`src/rtl/riscv_pkg.sv`:
```
// rtl/riscv_pkg.sv - shared types and access-size helpers for the load/store unit
package riscv_pkg;

    typedef enum logic [3:0] {
        MEM_NONE = 4'd0,
        LB       = 4'd1,
        LH       = 4'd2,
        LW       = 4'd3,
        LD       = 4'd4,
        LBU      = 4'd5,
        LHU      = 4'd6,
        LWU      = 4'd7,
        SB       = 4'd8,
        SH       = 4'd9,
        SW       = 4'd10,
        SD       = 4'd11
    } mem_op_t;

    typedef enum logic [1:0] {
        IDLE     = 2'd0,
        REQ      = 2'd1,
        WAIT_RSP = 2'd2
    } lsu_state_t;

    function automatic logic is_store(mem_op_t op);
        return op inside {SB, SH, SW, SD};
    endfunction

    // log2 of the access size in bytes
    function automatic logic [1:0] op_size(mem_op_t op);
        case (op)
            LH, LHU, SH: return 2'd1;
            LW, LWU, SW: return 2'd2;
            LD, SD:      return 2'd3;
            default:     return 2'd0;
        endcase
    endfunction

    function automatic logic is_aligned(mem_op_t op, logic [2:0] off);
        case (op_size(op))
            2'd1:    return off[0] == 1'b0;
            2'd2:    return off[1:0] == 2'b00;
            2'd3:    return off == 3'b000;
            default: return 1'b1;
        endcase
    endfunction

    function automatic logic [7:0] byte_en(mem_op_t op, logic [2:0] off);
        case (op_size(op))
            2'd1:    return 8'h03 << off;
            2'd2:    return 8'h0F << off;
            2'd3:    return 8'hFF;
            default: return 8'h01 << off;
        endcase
    endfunction

endpackage

```
`src/rtl/load_align.sv`:
```
// rtl/load_align.sv - selects the load lane from a 64-bit beat and sign/zero extends it
module load_align
    import riscv_pkg::*;
(
    input  mem_op_t     op_i,
    input  logic [2:0]  off_i,
    input  logic [63:0] rdata_i,
    output logic [63:0] data_o
);

    logic [63:0] shifted;
    assign shifted = rdata_i >> {off_i, 3'b000};

    always_comb begin
        data_o = '0;
        case (op_i)
            LB:      data_o = {{56{shifted[7]}},  shifted[7:0]};
            LH:      data_o = {{48{shifted[15]}}, shifted[15:0]};
            LW:      data_o = {{32{shifted[31]}}, shifted[31:0]};
            LD:      data_o = shifted;
            LBU:     data_o = {56'd0, shifted[7:0]};
            LHU:     data_o = {48'd0, shifted[15:0]};
            LWU:     data_o = {32'd0, shifted[31:0]};
            default: data_o = '0;
        endcase
    end

endmodule

```
`src/rtl/lsu.sv`:
```
// rtl/lsu.sv - MEM stage: single outstanding data-memory access with alignment and timeout faults
module lsu
    import riscv_pkg::*;
#(
    parameter int TIMEOUT_CYC = 255
) (
    input  logic        clk,
    input  logic        rst,
    input  logic        ex_valid_i,
    output logic        ex_ready_o,
    input  logic [63:0] ex_result_i,
    input  logic [63:0] ex_store_data_i,
    input  logic [4:0]  ex_rd_addr_i,
    input  logic        ex_reg_write_i,
    input  mem_op_t     ex_mem_op_i,
    output logic        dmem_req_o,
    input  logic        dmem_gnt_i,
    output logic        dmem_we_o,
    output logic [63:0] dmem_addr_o,
    output logic [7:0]  dmem_be_o,
    output logic [63:0] dmem_wdata_o,
    input  logic        dmem_rvalid_i,
    input  logic [63:0] dmem_rdata_i,
    output logic        wb_valid_o,
    output logic [4:0]  wb_rd_addr_o,
    output logic [63:0] wb_data_o,
    output logic        wb_reg_write_o,
    output logic        misalign_o,
    output logic        bus_err_o,
    output logic [63:0] fault_addr_o
);

    localparam int CNT_W = (TIMEOUT_CYC > 255) ? $clog2(TIMEOUT_CYC + 1) : 8;
    localparam logic [CNT_W-1:0] TMO_LAST = CNT_W'(TIMEOUT_CYC - 1);

    lsu_state_t        state_q;
    logic [CNT_W-1:0]  cnt_q;
    logic [63:0]       addr_q;
    mem_op_t           op_q;
    logic [4:0]        rd_q;
    logic              rw_q;
    logic              req_q, we_q;
    logic [63:0]       daddr_q, wdata_q;
    logic [7:0]        be_q;
    logic              wb_valid_q, wb_rw_q, misalign_q, bus_err_q;
    logic [4:0]        wb_rd_q;
    logic [63:0]       wb_data_q, fault_addr_q;
    logic [63:0]       load_data;
    logic              tmo_hit;

    load_align u_load_align (
        .op_i    (op_q),
        .off_i   (addr_q[2:0]),
        .rdata_i (dmem_rdata_i),
        .data_o  (load_data)
    );

    assign tmo_hit = (cnt_q == TMO_LAST);

    always_ff @(posedge clk) begin
        if (rst) begin
            state_q      <= IDLE;
            cnt_q        <= '0;
            addr_q       <= '0;
            op_q         <= MEM_NONE;
            rd_q         <= '0;
            rw_q         <= 1'b0;
            req_q        <= 1'b0;
            we_q         <= 1'b0;
            daddr_q      <= '0;
            wdata_q      <= '0;
            be_q         <= '0;
            wb_valid_q   <= 1'b0;
            wb_rw_q      <= 1'b0;
            wb_rd_q      <= '0;
            wb_data_q    <= '0;
            misalign_q   <= 1'b0;
            bus_err_q    <= 1'b0;
            fault_addr_q <= '0;
        end else begin
            // Status outputs are single-cycle pulses unless set below
            wb_valid_q   <= 1'b0;
            wb_rw_q      <= 1'b0;
            misalign_q   <= 1'b0;
            bus_err_q    <= 1'b0;
            fault_addr_q <= '0;
            case (state_q)
                IDLE: begin
                    if (ex_valid_i) begin
                        addr_q <= ex_result_i;
                        op_q   <= ex_mem_op_i;
                        rd_q   <= ex_rd_addr_i;
                        rw_q   <= ex_reg_write_i && (ex_rd_addr_i != 5'd0);
                        if (ex_mem_op_i == MEM_NONE) begin
                            wb_valid_q <= 1'b1;
                            wb_data_q  <= ex_result_i;
                            wb_rd_q    <= ex_rd_addr_i;
                            wb_rw_q    <= ex_reg_write_i && (ex_rd_addr_i != 5'd0);
                        end else if (!is_aligned(ex_mem_op_i, ex_result_i[2:0])) begin
                            misalign_q   <= 1'b1;
                            fault_addr_q <= ex_result_i;
                            wb_valid_q   <= 1'b1;
                            wb_data_q    <= '0;
                            wb_rd_q      <= ex_rd_addr_i;
                        end else begin
                            state_q <= REQ;
                            cnt_q   <= '0;
                            req_q   <= 1'b1;
                            we_q    <= is_store(ex_mem_op_i);
                            daddr_q <= {ex_result_i[63:3], 3'b000};
                            be_q    <= byte_en(ex_mem_op_i, ex_result_i[2:0]);
                            wdata_q <= ex_store_data_i << {ex_result_i[2:0], 3'b000};
                        end
                    end
                end
                REQ: begin
                    if (dmem_gnt_i || tmo_hit) begin
                        req_q   <= 1'b0;
                        we_q    <= 1'b0;
                        daddr_q <= '0;
                        be_q    <= '0;
                        wdata_q <= '0;
                        cnt_q   <= '0;
                    end else begin
                        cnt_q <= cnt_q + 1'b1;
                    end
                    if (dmem_gnt_i) begin
                        if (is_store(op_q)) begin
                            state_q    <= IDLE;
                            wb_valid_q <= 1'b1;
                            wb_data_q  <= '0;
                            wb_rd_q    <= rd_q;
                        end else begin
                            state_q <= WAIT_RSP;
                        end
                    end else if (tmo_hit) begin
                        state_q      <= IDLE;
                        bus_err_q    <= 1'b1;
                        fault_addr_q <= addr_q;
                        wb_valid_q   <= 1'b1;
                        wb_data_q    <= '0;
                        wb_rd_q      <= rd_q;
                    end
                end
                WAIT_RSP: begin
                    if (dmem_rvalid_i) begin
                        state_q    <= IDLE;
                        cnt_q      <= '0;
                        wb_valid_q <= 1'b1;
                        wb_data_q  <= load_data;
                        wb_rd_q    <= rd_q;
                        wb_rw_q    <= rw_q;
                    end else if (tmo_hit) begin
                        state_q      <= IDLE;
                        cnt_q        <= '0;
                        bus_err_q    <= 1'b1;
                        fault_addr_q <= addr_q;
                        wb_valid_q   <= 1'b1;
                        wb_data_q    <= '0;
                        wb_rd_q      <= rd_q;
                    end else begin
                        cnt_q <= cnt_q + 1'b1;
                    end
                end
                default: begin
                    state_q <= IDLE;
                    cnt_q   <= '0;
                    req_q   <= 1'b0;
                end
            endcase
        end
    end

    assign ex_ready_o     = (state_q == IDLE);
    assign dmem_req_o     = req_q;
    assign dmem_we_o      = we_q;
    assign dmem_addr_o    = daddr_q;
    assign dmem_be_o      = be_q;
    assign dmem_wdata_o   = wdata_q;
    assign wb_valid_o     = wb_valid_q;
    assign wb_rd_addr_o   = wb_rd_q;
    assign wb_data_o      = wb_data_q;
    assign wb_reg_write_o = wb_rw_q;
    assign misalign_o     = misalign_q;
    assign bus_err_o      = bus_err_q;
    assign fault_addr_o   = fault_addr_q;

endmodule

```
`config.mk`:
```
export PLATFORM = sky130hd
export DESIGN_NAME = lsu
export DESIGN_NICKNAME = d
export VERILOG_FILES = /design/src/rtl/riscv_pkg.sv /design/src/rtl/load_align.sv /design/src/rtl/lsu.sv
export SDC_FILE = /design/constraint.sdc
export NUM_CORES = 1
export LEC_CHECK = 0
export CAP_MARGIN = 20
export CORE_MARGIN = 3
export CORE_UTILIZATION = 49
export CTS_CLUSTER_DIAMETER = 100
export DETAILED_ROUTE_END_ITERATION = 6
export PLACE_DENSITY_LB_ADDON = 0.12
export SLEW_MARGIN = 20
export SYNTH_ARGS = -nofsm -noshare
export SYNTH_HDL_FRONTEND = slang
export SYNTH_SLANG_ARGS = --single-unit
```
`constraint.sdc`:
```
create_clock -name clk -period 3.2 [get_ports clk]
set_input_delay 0.32 -clock clk [delete_from_list [all_inputs] [get_ports clk]]
set_output_delay 0.32 -clock clk [all_outputs]
set_load 0.02 [all_outputs]
```
==> results.json, run 1 <==
{
  "slew_headroom_pct": 31.1,
  "syn_area_per_cell_sq_um": 8.11,
  "p_total_mw": 12.6,
  "numCtsBuffers": 39,
  "min_path_cells": 3,
  "first_pass_iters": 6,
  "wl_met2_mm": 31.2,
  "r2r-end": "wb_data_o[26]$_SDFFE_PP0P_",
  "cts_tree": "built",
  "dp_hpwl_mm": 48.9,
  "tns_ps": 0,
  "finalWeightedCongestion": 0.967,
  "path_max_fanout": 7,
  "netlist_instances": 2125,
  "rsz0062_at_grt": "false",
  "syn_area_sq_mm": 0.0172,
  "antenna_found_initial": 7,
  "clk_latency_ps": 530,
  "drv_cap": 0,
  "grt_max_degree": 91,
  "grt_pass1_vias": 17200,
  "reg2reg_slack_ps": 560,
  "rows": 68,
  "r2r_start": "addr_q[1]$_SDFFE_PP0P_",
  "utilization_pct": 69.1,
  "tightestPinTransition_ps": 1030,
  "min-delay-start": "ex_result_i[1]",
  "cp_data_arrival_time_ps": 3450,
  "r2r_cells": 6,
  "clk_path_buf_depth": 3,
  "timing.final.crit_share_pct": 93.8,
  "slew_violations": 0,
  "p_per_area_mw_per_mm2": 528,
  "yosysUniqueCellTypes": 65,
  "critPathCaptureType": "flip-flop",
  "die_area_sq_mm": 0.0375,
  "yosysSeqAreaShare_pct": 41.3,
  "finalHoldViolCount": 0,
  "routed_wl_mm": 67.1,
  "dp.cells": 2949,
  "synth_enable_flop_cells": 0,
  "drc": 0,
  "async_flop_share_pct": 0,
  "ys.flop_type": "dfxtp_1",
  "max_freq_mhz": 333,
  "cts-root-buf": "clkbuf_16",
  "fin_cells": 3019,
  "outcome": "finished clean",
  "routedLengthMet1_mm": 26.5,
  "met3_length_mm": 6.95,
  "ir_drop_v": 0.000431,
  "whs_endpoint": "addr_q[1]$_SDFFE_PP0P_",
  "io_pins": 483,
  "setup_viol": 0,
  "fin_nets": 2757,
  "ant_nets": 0,
  "p_leak_nw": 8.53,
  "min_period_ps": 3000,
  "grt_pass1_wl_mm": 102,
  "area_growth_pct": 38.8,
  "clk_pin_slew_ps": 60,
  "die_h_microns": 194,
  "htreeDepth": 2,
  "critical_path_class": "primary input to flip-flop",
  "ys_seq_elements": 356,
  "viasPerCell": 5.95,
  "fp.dieW_microns": 194,
  "finalClockSkew_ps": 21.1,
  "topRoutingLayerUsed": "met5",
  "ys_warn_count": 0,
  "grt_overflow": 0,
  "track_usage_pct": 34.0,
  "vias": 18000,
  "hold_class": "primary input to flip-flop",
  "initial_utilization_pct": 49.8,
  "core_sq_mm": 0.0346,
  "placement.io_buffers": 479,
  "wire_per_inst_microns": 22.2,
  "whs_ps": 256,
  "clock-sinks": 356,
  "drt-initial-drc-count": 1738,
  "required_ps": 3650,
  "critPathLaunchType": "primary input",
  "layout-drive-gt1-share_pct": 8.60
}
-- repair_timing --
action | in CTS | in global routing
resized for setup | 0 | 2
endpoints found under the hold margin | 0 | 0
hold buffers | 0 | 0
setup endpoints to repair | 0 | 16
setup buffers | 0 | 0
-- worst max-delay path, stage by stage --
cell and delay (ps):
clkdlybuf4s50_1 490, inv_1 60, ha_1 270, inv_1 40
mux2i_1 150, o22ai_1 110, buf_4 150, ha_1 210
nor2_1 190, a221oi_4 110, o311ai_2 330, buf_4 200
nand3_1 200, buf_4 230, or2_2 290, nand4_1 80
-- sequential cells by signal (all words and copies together) (netlist names), 5 cells and up --
register / flops
wb_data_o: 64
dmem_be_o: 8
rd_q: 5
wb_rd_addr_o: 5
addr_q: 64
dmem_wdata_o: 64
dmem_addr_o: 61
fault_addr_o: 64
cnt_q: 8
-- final cells by class --
| class | instances | area (sq um) |
|---|---|---|
| Multi-Input combinational cell | 1550 | 9260 |
| Sequential cell | 356 | 7130 |
| Tap cell | 455 | 569 |
| Inverter | 24 | 90.1 |
| Clock inverter | 12 | 159 |
| Timing Repair Buffer | 564 | 5620 |
| Antenna cell | 6 | 15.0 |
| Fill cell | 2780 | 10700 |
| Clock buffer | 52 | 1080 |
-- worst max path at each step --
stage / cells past startpoint / endpoint / from
after floorplan: 15 / wb_data_o[50]$_SDFFE_PP0P_ / ex_mem_op_i[0]
after global placement: 15 / dmem_wdata_o[58]$_SDFFE_PP0P_ / ex_mem_op_i[0]
after detailed placement: 15 / dmem_wdata_o[55]$_SDFFE_PP0P_ / ex_mem_op_i[0]
after CTS: 14 / dmem_wdata_o[9]$_SDFFE_PP0P_ / ex_mem_op_i[0]
after global routing: 15 / dmem_wdata_o[54]$_SDFFE_PP0P_ / ex_mem_op_i[0]
final: 16 / wb_data_o[44]$_SDFFE_PP0P_ / ex_mem_op_i[0]
-- cells in the final DEF, fill, tap and decap left out, types with 13 or more instances in the layout --
cell type	count
a211oi_1	41
a21oi_1	242
a221oi_1	18
a22o_1	17
a22oi_1	81
buf_12	15
buf_4	72
clkbuf_16	39
clkdlybuf4s50_1	476
dfxtp_1	353
ha_1	14
inv_1	24
mux2_2	24
mux2i_1	75
mux4_2	17
nand2_1	395
nand3_1	46
nand3b_1	61
nand4_1	26
nor2_1	159
nor2b_1	32
nor3_1	37
nor3b_1	13
o21ai_0	73
o22ai_1	22
or3_1	17
-- through the flow --
step | setup WS [ps] | area (sq um)
after floorplan | 339 | 17200
after global placement | -285 | 22700
after detailed placement | -323 | 22700
after CTS | 211 | 23900
after global routing | 0.937 | 23900
final | 199 | 23900
-- cells in the mapped netlist (3+ instances only) --
cell | instances | area, sq um
mux2_2 | 24 | 270
o21ai_0 | 73 | 365
o21ai_1 | 5 | 25.0
buf_2 | 33 | 165
a211oi_1 | 41 | 308
nor2_1 | 162 | 608
nand2_1 | 396 | 1490
a221oi_1 | 18 | 158
a21oi_1 | 244 | 1220
a31oi_1 | 9 | 56.3
mux4_2 | 17 | 383
o2111ai_1 | 10 | 87.6
or4_1 | 10 | 75.1
nand4_1 | 26 | 163
buf_6 | 6 | 67.6
clkbuf_1 | 138 | 518
mux2i_1 | 75 | 751
a22o_1 | 17 | 149
o31ai_1 | 3 | 22.5
dfxtp_1 | 356 | 7130
buf_4 | 5 | 37.5
mux2_1 | 4 | 45.0
nand3_1 | 46 | 230
nand3b_1 | 61 | 458
o211ai_1 | 7 | 52.6
buf_1 | 15 | 56.3
a22oi_1 | 81 | 608
o221ai_1 | 8 | 70.1
and3_1 | 3 | 18.8
o22ai_1 | 22 | 138
a32o_1 | 4 | 40.0
nor3b_1 | 13 | 97.6
or3_1 | 17 | 106
ha_1 | 15 | 188
nor3_1 | 38 | 190
nor2b_1 | 33 | 206
o21a_1 | 8 | 60.1
or2_2 | 7 | 43.8
a2bb2oi_1 | 5 | 43.8
xnor2_1 | 7 | 61.3
inv_1 | 24 | 90.1
nand2b_1 | 10 | 62.6
-- power by group --
part | switching (mW) | internal [mW] | leakage, nW
registers | 0.219 | 4.75 | 2.90
logic | 1.83 | 1.37 | 5.03
clock network | 1.85 | 2.62 | 0.605
-- metal layers --
metal / vias up / track usage (%)
met5: - / 0
li1: 8333 / -
met2: 917 / 54.9
met4: 2 / 11.9
met1: 8588 / 44.3
met3: 136 / 8.60
-- cell families after synthesis --
logic type,count (synthesis),synth area share [%]
xor+xnor,7,0.356
buf+inv,221,5.42
mux,121,8.49
other cells,1,0.0218
fa+ha+maj,15,1.09
flops,356,41.3
simple gates,835,22.4
compound gates,569,20.9
Note: power is estimated with default switching activity, not from simulation.
==> run 2, diff against run 1 <==
Settings changed: CORE_ASPECT_RATIO set to 1.25.
==> results.json, run 2 (synthesized netlist as in run 1, its figures left out) <==
{
  "outcome": "finished clean",
  "io_pins": 483,
  "timing.final.crit_share_pct": 93.5,
  "final_cell_mix": "clkdlybuf4s50_1, nand2_1, dfxtp_1",
  "clk_latency_ps": 540,
  "min_path_cells": 3,
  "wire_per_inst_microns": 22.3,
  "required_ps": 3640,
  "pwr-share-seq_pct": 39.7,
  "reg2reg_slack_ps": 440,
  "switching_share_pct": 30.8,
  "rows": 76,
  "drt-initial-drc-count": 1738,
  "power_switching_mw": 3.84,
  "tightestPinTransition_ps": 857,
  "vias": 18000,
  "setup_viol": 0,
  "slew_violations": 0,
  "path_max_fanout": 18,
  "clk_path_buf_depth": 3,
  "p_total_mw": 12.4,
  "finalClockSkew_ps": 27.8,
  "antenna_found_initial": 3,
  "die_h_microns": 216,
  "r2r_cells": 7,
  "combPwrFrac_pct": 26.0,
  "register_area_sq_mm": 0.00713,
  "internal_power_mw": 8.61,
  "cp_data_arrival_time_ps": 3430,
  "viasPerCell": 5.94,
  "multiInputGateArea_sq_mm": 0.00926,
  "cts_setup_buffers": 0,
  "critPathLaunchType": "primary input",
  "rsz0062_at_grt": "false",
  "placement.io_buffers": 479,
  "cts_tree": "built",
  "p_per_area_mw_per_mm2": 520,
  "clk_pin_slew_ps": 60,
  "clkPwrFrac_pct": 34.3,
  "r2r-end": "dmem_wdata_o[55]$_SDFFE_PP0P_",
  "track_usage_pct": 34.3,
  "cts_resized": 0,
  "finalHoldViolCount": 0,
  "grt_pass1_vias": 17000,
  "utilization_pct": 69.1,
  "fp.dieW_microns": 174,
  "final_area_sq_mm": 0.0239,
  "routed_wl_mm": 67.6,
  "die_area_sq_mm": 0.0375,
  "critPathCaptureType": "flip-flop",
  "hold_class": "primary input to flip-flop",
  "dp_hpwl_mm": 49.8,
  "first_pass_iters": 5,
  "drv_cap": 0,
  "placed_area_sq_mm": 0.0227,
  "ant_nets": 0,
  "initial_utilization_pct": 49.8,
  "grt_max_degree": 108,
  "min-delay-start": "ex_result_i[0]",
  "place_ws_ps": -343,
  "finalWeightedCongestion": 0.924,
  "area_growth_pct": 38.8,
  "grt_pass1_wl_mm": 102,
  "p_leak_nw": 8.54,
  "slew_headroom_pct": 42.8,
  "r2r_start": "state_q[0]$_SDFFE_PP0P_",
  "cts-root-buf": "clkbuf_16",
  "ctsHoldBuffers": 0,
  "htreeDepth": 2,
  "ir_drop_v": 0.000430,
  "max_freq_mhz": 334,
  "drc": 0,
  "numCtsBuffers": 37,
  "layout-drive-gt1-share_pct": 8.66,
  "clock-sinks": 356,
  "core_sq_mm": 0.0346,
  "min_period_ps": 2990,
  "fill_cells": 2902,
  "critical_path_class": "primary input to flip-flop",
  "fin_ws_ps": 209,
  "whs_endpoint": "addr_q[0]$_SDFFE_PP0P_",
  "final_common_cell": "clkdlybuf4s50_1",
  "fin_nets": 2759,
  "grt_overflow": 0
}
[run 2: cell types whose count changed in the layout (fill, tap and decap cells not counted), sizes merged, moves of 3 or more]
cell / previous run / this run
clkbuf: 53 / 56
diode: 6 / 3
buf: 87 / 91
clkinv: 3 / 7
[run 2: how the worst max path moves through the flow]
stage / startpoint / endpoint / slack (ps) / cells past startpoint
after detailed placement: ex_mem_op_i[0] / dmem_wdata_o[55]$_SDFFE_PP0P_ / -340 / 15
final: ex_mem_op_i[0] / dmem_wdata_o[55]$_SDFFE_PP0P_ / 210 / 15
after CTS: ex_mem_op_i[0] / dmem_wdata_o[55]$_SDFFE_PP0P_ / 180 / 15
after global placement: ex_mem_op_i[0] / state_q[1]$_SDFFE_PP0P_ / -250 / 15
after global routing: ex_mem_op_i[0] / dmem_wdata_o[55]$_SDFFE_PP0P_ / 2 / 15
after floorplan: ex_mem_op_i[0] / wb_data_o[50]$_SDFFE_PP0P_ / 340 / 15
[run 2: power groups by stage]
stage,clock (mW),sequential (mW),combinational [mW]
2_1_floorplan,0,5.27,1.41
3_3_place_gp,0,5.03,3.16
3_5_place_dp,0,5.03,3.19
4_1_cts,4.31,4.94,3.21
5_1_grt,4.50,4.98,3.44
6_report,4.27,4.94,3.24
[run 2: layout make-up]
cell class,instances,share of cell area [%]
clock buffers,55,4.62
well taps,468,2.45
multi-input cells,1550,38.7
diodes,3,0.0314
flip-flops and latches,356,29.8
repair buffers,568,23.6
inverters,24,0.377
clock inverters,10,0.377
[run 2: worst max-delay path, stage by stage]
cell and delay (ps):
clkdlybuf4s50_1 540, inv_1 80, ha_1 290, inv_1 60, mux2i_1 60, o22ai_1 190
buf_4 150, ha_1 170, nand2b_1 100, a221oi_4 290, o211ai_1 160, a21o_4 320
buf_4 220, or3_1 370, a21oi_1 130
[run 2: through the flow]
stage | instances | hold WS [ps] | TNS (ps)
3_5_place_dp | 2966 | 441 | -48960
4_1_cts | 3031 | 166 | 0
2_1_floorplan | 2127 | 437 | 0
3_3_place_gp | 2966 | 436 | -39400
6_report | 3034 | 197 | 0
5_1_grt | 3032 | 205 | 0
[run 2: routing by layer]
metal	track usage, %	share of wire, %	vias to the layer above
li1	-	-	8351
met1	41.1	37	8587
met2	59.0	49	893
met3	6.83	8.3	175
met4	16.3	5.6	2
met5	0	0.019	-
==> run 3, diff against run 2 <==
Settings changed: SYNTH_HIERARCHICAL set to 1.
==> results.json, run 3 <==
{
  "critPathLaunchType": "primary input",
  "cp_data_arrival_time_ps": 3250,
  "first_pass_iters": 6,
  "min_period_ps": 2810,
  "utilization_pct": 66.7,
  "combPwrFrac_pct": 32.4,
  "tightestPinTransition_ps": 1050,
  "finalWeightedCongestion": 1.03,
  "clkPwrFrac_pct": 31.0,
  "path_max_fanout": 37,
  "power_switching_mw": 4.84,
  "netlist_instances": 2046,
  "internal_power_mw": 9.13,
  "finalClockSkew_ps": 17.1,
  "ant_nets": 0,
  "timing.final.crit_share_pct": 87.9,
  "drt-initial-drc-count": 1822,
  "pwr-share-seq_pct": 36.6,
  "synth_enable_flop_cells": 0,
  "fp.dieW_microns": 178,
  "drc": 0,
  "outcome": "finished clean",
  "cts_resized": 0,
  "synth_top_cell_by_area": "dfxtp_1",
  "fin_nets": 2633,
  "track_usage_pct": 35.2,
  "grt_overflow": 0,
  "ir_drop_v": 0.000499,
  "die_h_microns": 221,
  "final_common_cell": "clkdlybuf4s50_1",
  "slew_headroom_pct": 30.0,
  "synth_top_area_share_pct": 39.4,
  "setup_viol": 0,
  "ys.flop_type": "dfxtp_1",
  "syn_area_per_cell_sq_um": 8.85,
  "max_freq_mhz": 355,
  "clk_path_buf_depth": 3,
  "finalHoldViolCount": 0,
  "viasPerCell": 6.26,
  "htreeDepth": 2,
  "slew_violations": 0,
  "critPathCaptureType": "flip-flop",
  "critical_path_class": "primary input to flip-flop",
  "grt_pass1_vias": 17600,
  "die_area_sq_mm": 0.0393,
  "final_cell_mix": "clkdlybuf4s50_1, dfxtp_1, nand2_1",
  "p_per_area_mw_per_mm2": 575,
  "yosysSeqAreaShare_pct": 39.4,
  "cts_setup_buffers": 0,
  "ys_warn_count": 6,
  "grt_max_degree": 95,
  "switching_share_pct": 34.6,
  "clock-sinks": 356,
  "cts_tree": "built",
  "yosys-top-cells-area": "dfxtp_1, a21oi_1, a22oi_1",
  "required_ps": 3640,
  "hold_class": "primary input to flip-flop",
  "drv_cap": 0,
  "clk_latency_ps": 530,
  "p_leak_nw": 8.51,
  "layout-drive-gt1-share_pct": 10.2,
  "synth_commonest_cells": "dfxtp_1, nand2_1, a21oi_1",
  "area_growth_pct": 34.2,
  "yosysMostFrequentCell": "dfxtp_1",
  "clk_pin_slew_ps": 60,
  "dp.cells": 2852,
  "placement.io_buffers": 479,
  "rows": 78,
  "wire_per_inst_microns": 24.6,
  "dp_hpwl_mm": 52.9,
  "grt_pass1_wl_mm": 108,
  "vias": 18300,
  "io_pins": 483,
  "core_sq_mm": 0.0364,
  "fill_cells": 3010,
  "async_flop_share_pct": 0,
  "syn_area_sq_mm": 0.0181,
  "antenna_found_initial": 11,
  "cts-root-buf": "clkbuf_16",
  "tns_ps": 0,
  "whs_ps": 273,
  "numCtsBuffers": 36,
  "initial_utilization_pct": 49.7,
  "yosysUniqueCellTypes": 78,
  "p_total_mw": 14.0,
  "fin_cells": 2922,
  "routed_wl_mm": 71.9,
  "rsz0062_at_grt": "false",
  "ys_seq_elements": 356
}
==> run 3: cells by family after synthesis <==
kind of cell	after synthesis	share of synthesized area (%)
compound gates	668	23.9
simple gates	604	16.3
flops	356	39.4
buf+inv	236	6.93
mux	163	12.3
fa+ha+maj	15	1.04
xor+xnor	3	0.145
other cells	1	0.0207
==> run 3: timing repair <==
action / 4_1_cts / 5_1_grt
hold buffers: 1 / 0
endpoints found under the setup margin: 0 / 0
hold endpoints to repair: 4 / 0
==> run 3: path summary, 6_finish.rpt <==
kind	start	to	slack, ps	cells past startpoint
max	ex_mem_op_i[0]	dmem_addr_o[42]$_SDFFE_PP0P_	390	14
min	ex_result_i[0]	addr_q[0]$_SDFFE_PP0P_	270	3
max reg2reg	addr_q[0]$_SDFFE_PP0P_	wb_data_o[61]$_SDFFE_PP0P_	600	6
min reg2reg	rd_q[2]$_SDFFE_PP0P_	rd_q[2]$_SDFFE_PP0P_	460	2
==> run 3: routing by layer <==
| metal | vias up | GRT usage [%] | wire, microns |
|---|---|---|---|
| met5 | - | 0 | 102 |
| met4 | 12 | 16.6 | 4070 |
| met3 | 187 | 8.63 | 6460 |
| met2 | 986 | 61.4 | 36100 |
| met1 | 8782 | 39.9 | 25100 |
| li1 | 8327 | - | - |
==> run 3: final cells by class <==
cell class                 count  area, sq um  area share, %
multi-input combinational   1456         9790           40.3
timing repair buffer         547         5500           22.6
clock inverter                12          124          0.510
inverter                      14         55.1          0.227
clock buffer                  52         1080           4.46
tap                          480          601           2.47
sequential                   356         7130           29.4
antenna                        5         12.5         0.0515
==> run 3: power groups by stage <==
| stage | registers (mW) | logic [mW] | clock network (mW) |
|---|---|---|---|
| 3_3_place_gp | 5.19 | 4.40 | 0 |
| 3_5_place_dp | 5.20 | 4.46 | 0 |
| 6_report | 5.12 | 4.52 | 4.33 |
| 4_1_cts | 5.12 | 4.48 | 4.39 |
| 5_1_grt | 5.16 | 4.81 | 4.56 |
| 2_1_floorplan | 5.49 | 2.28 | 0 |
==> run 3: through the flow <==
| stage | cell area [sq um] | worst slack (ps) |
|---|---|---|
| after global placement | 23100 | 11.2 |
| after detailed placement | 23100 | -111 |
| final | 24300 | 386 |
| after floorplan | 18100 | 740 |
| after CTS | 24300 | 430 |
| after global routing | 24300 | 174 |
==> run 3: critical path, cell delays in order <==
cell	delay (ps)
clkdlybuf4s50_1	480
inv_1	70
ha_1	290
nand2_1	60
o21ai_0	80
o22ai_1	270
inv_1	110
ha_1	220
a211o_1	380
o21ai_4	250
buf_12	230
buf_12	190
o21ai_0	110
a21oi_1	150
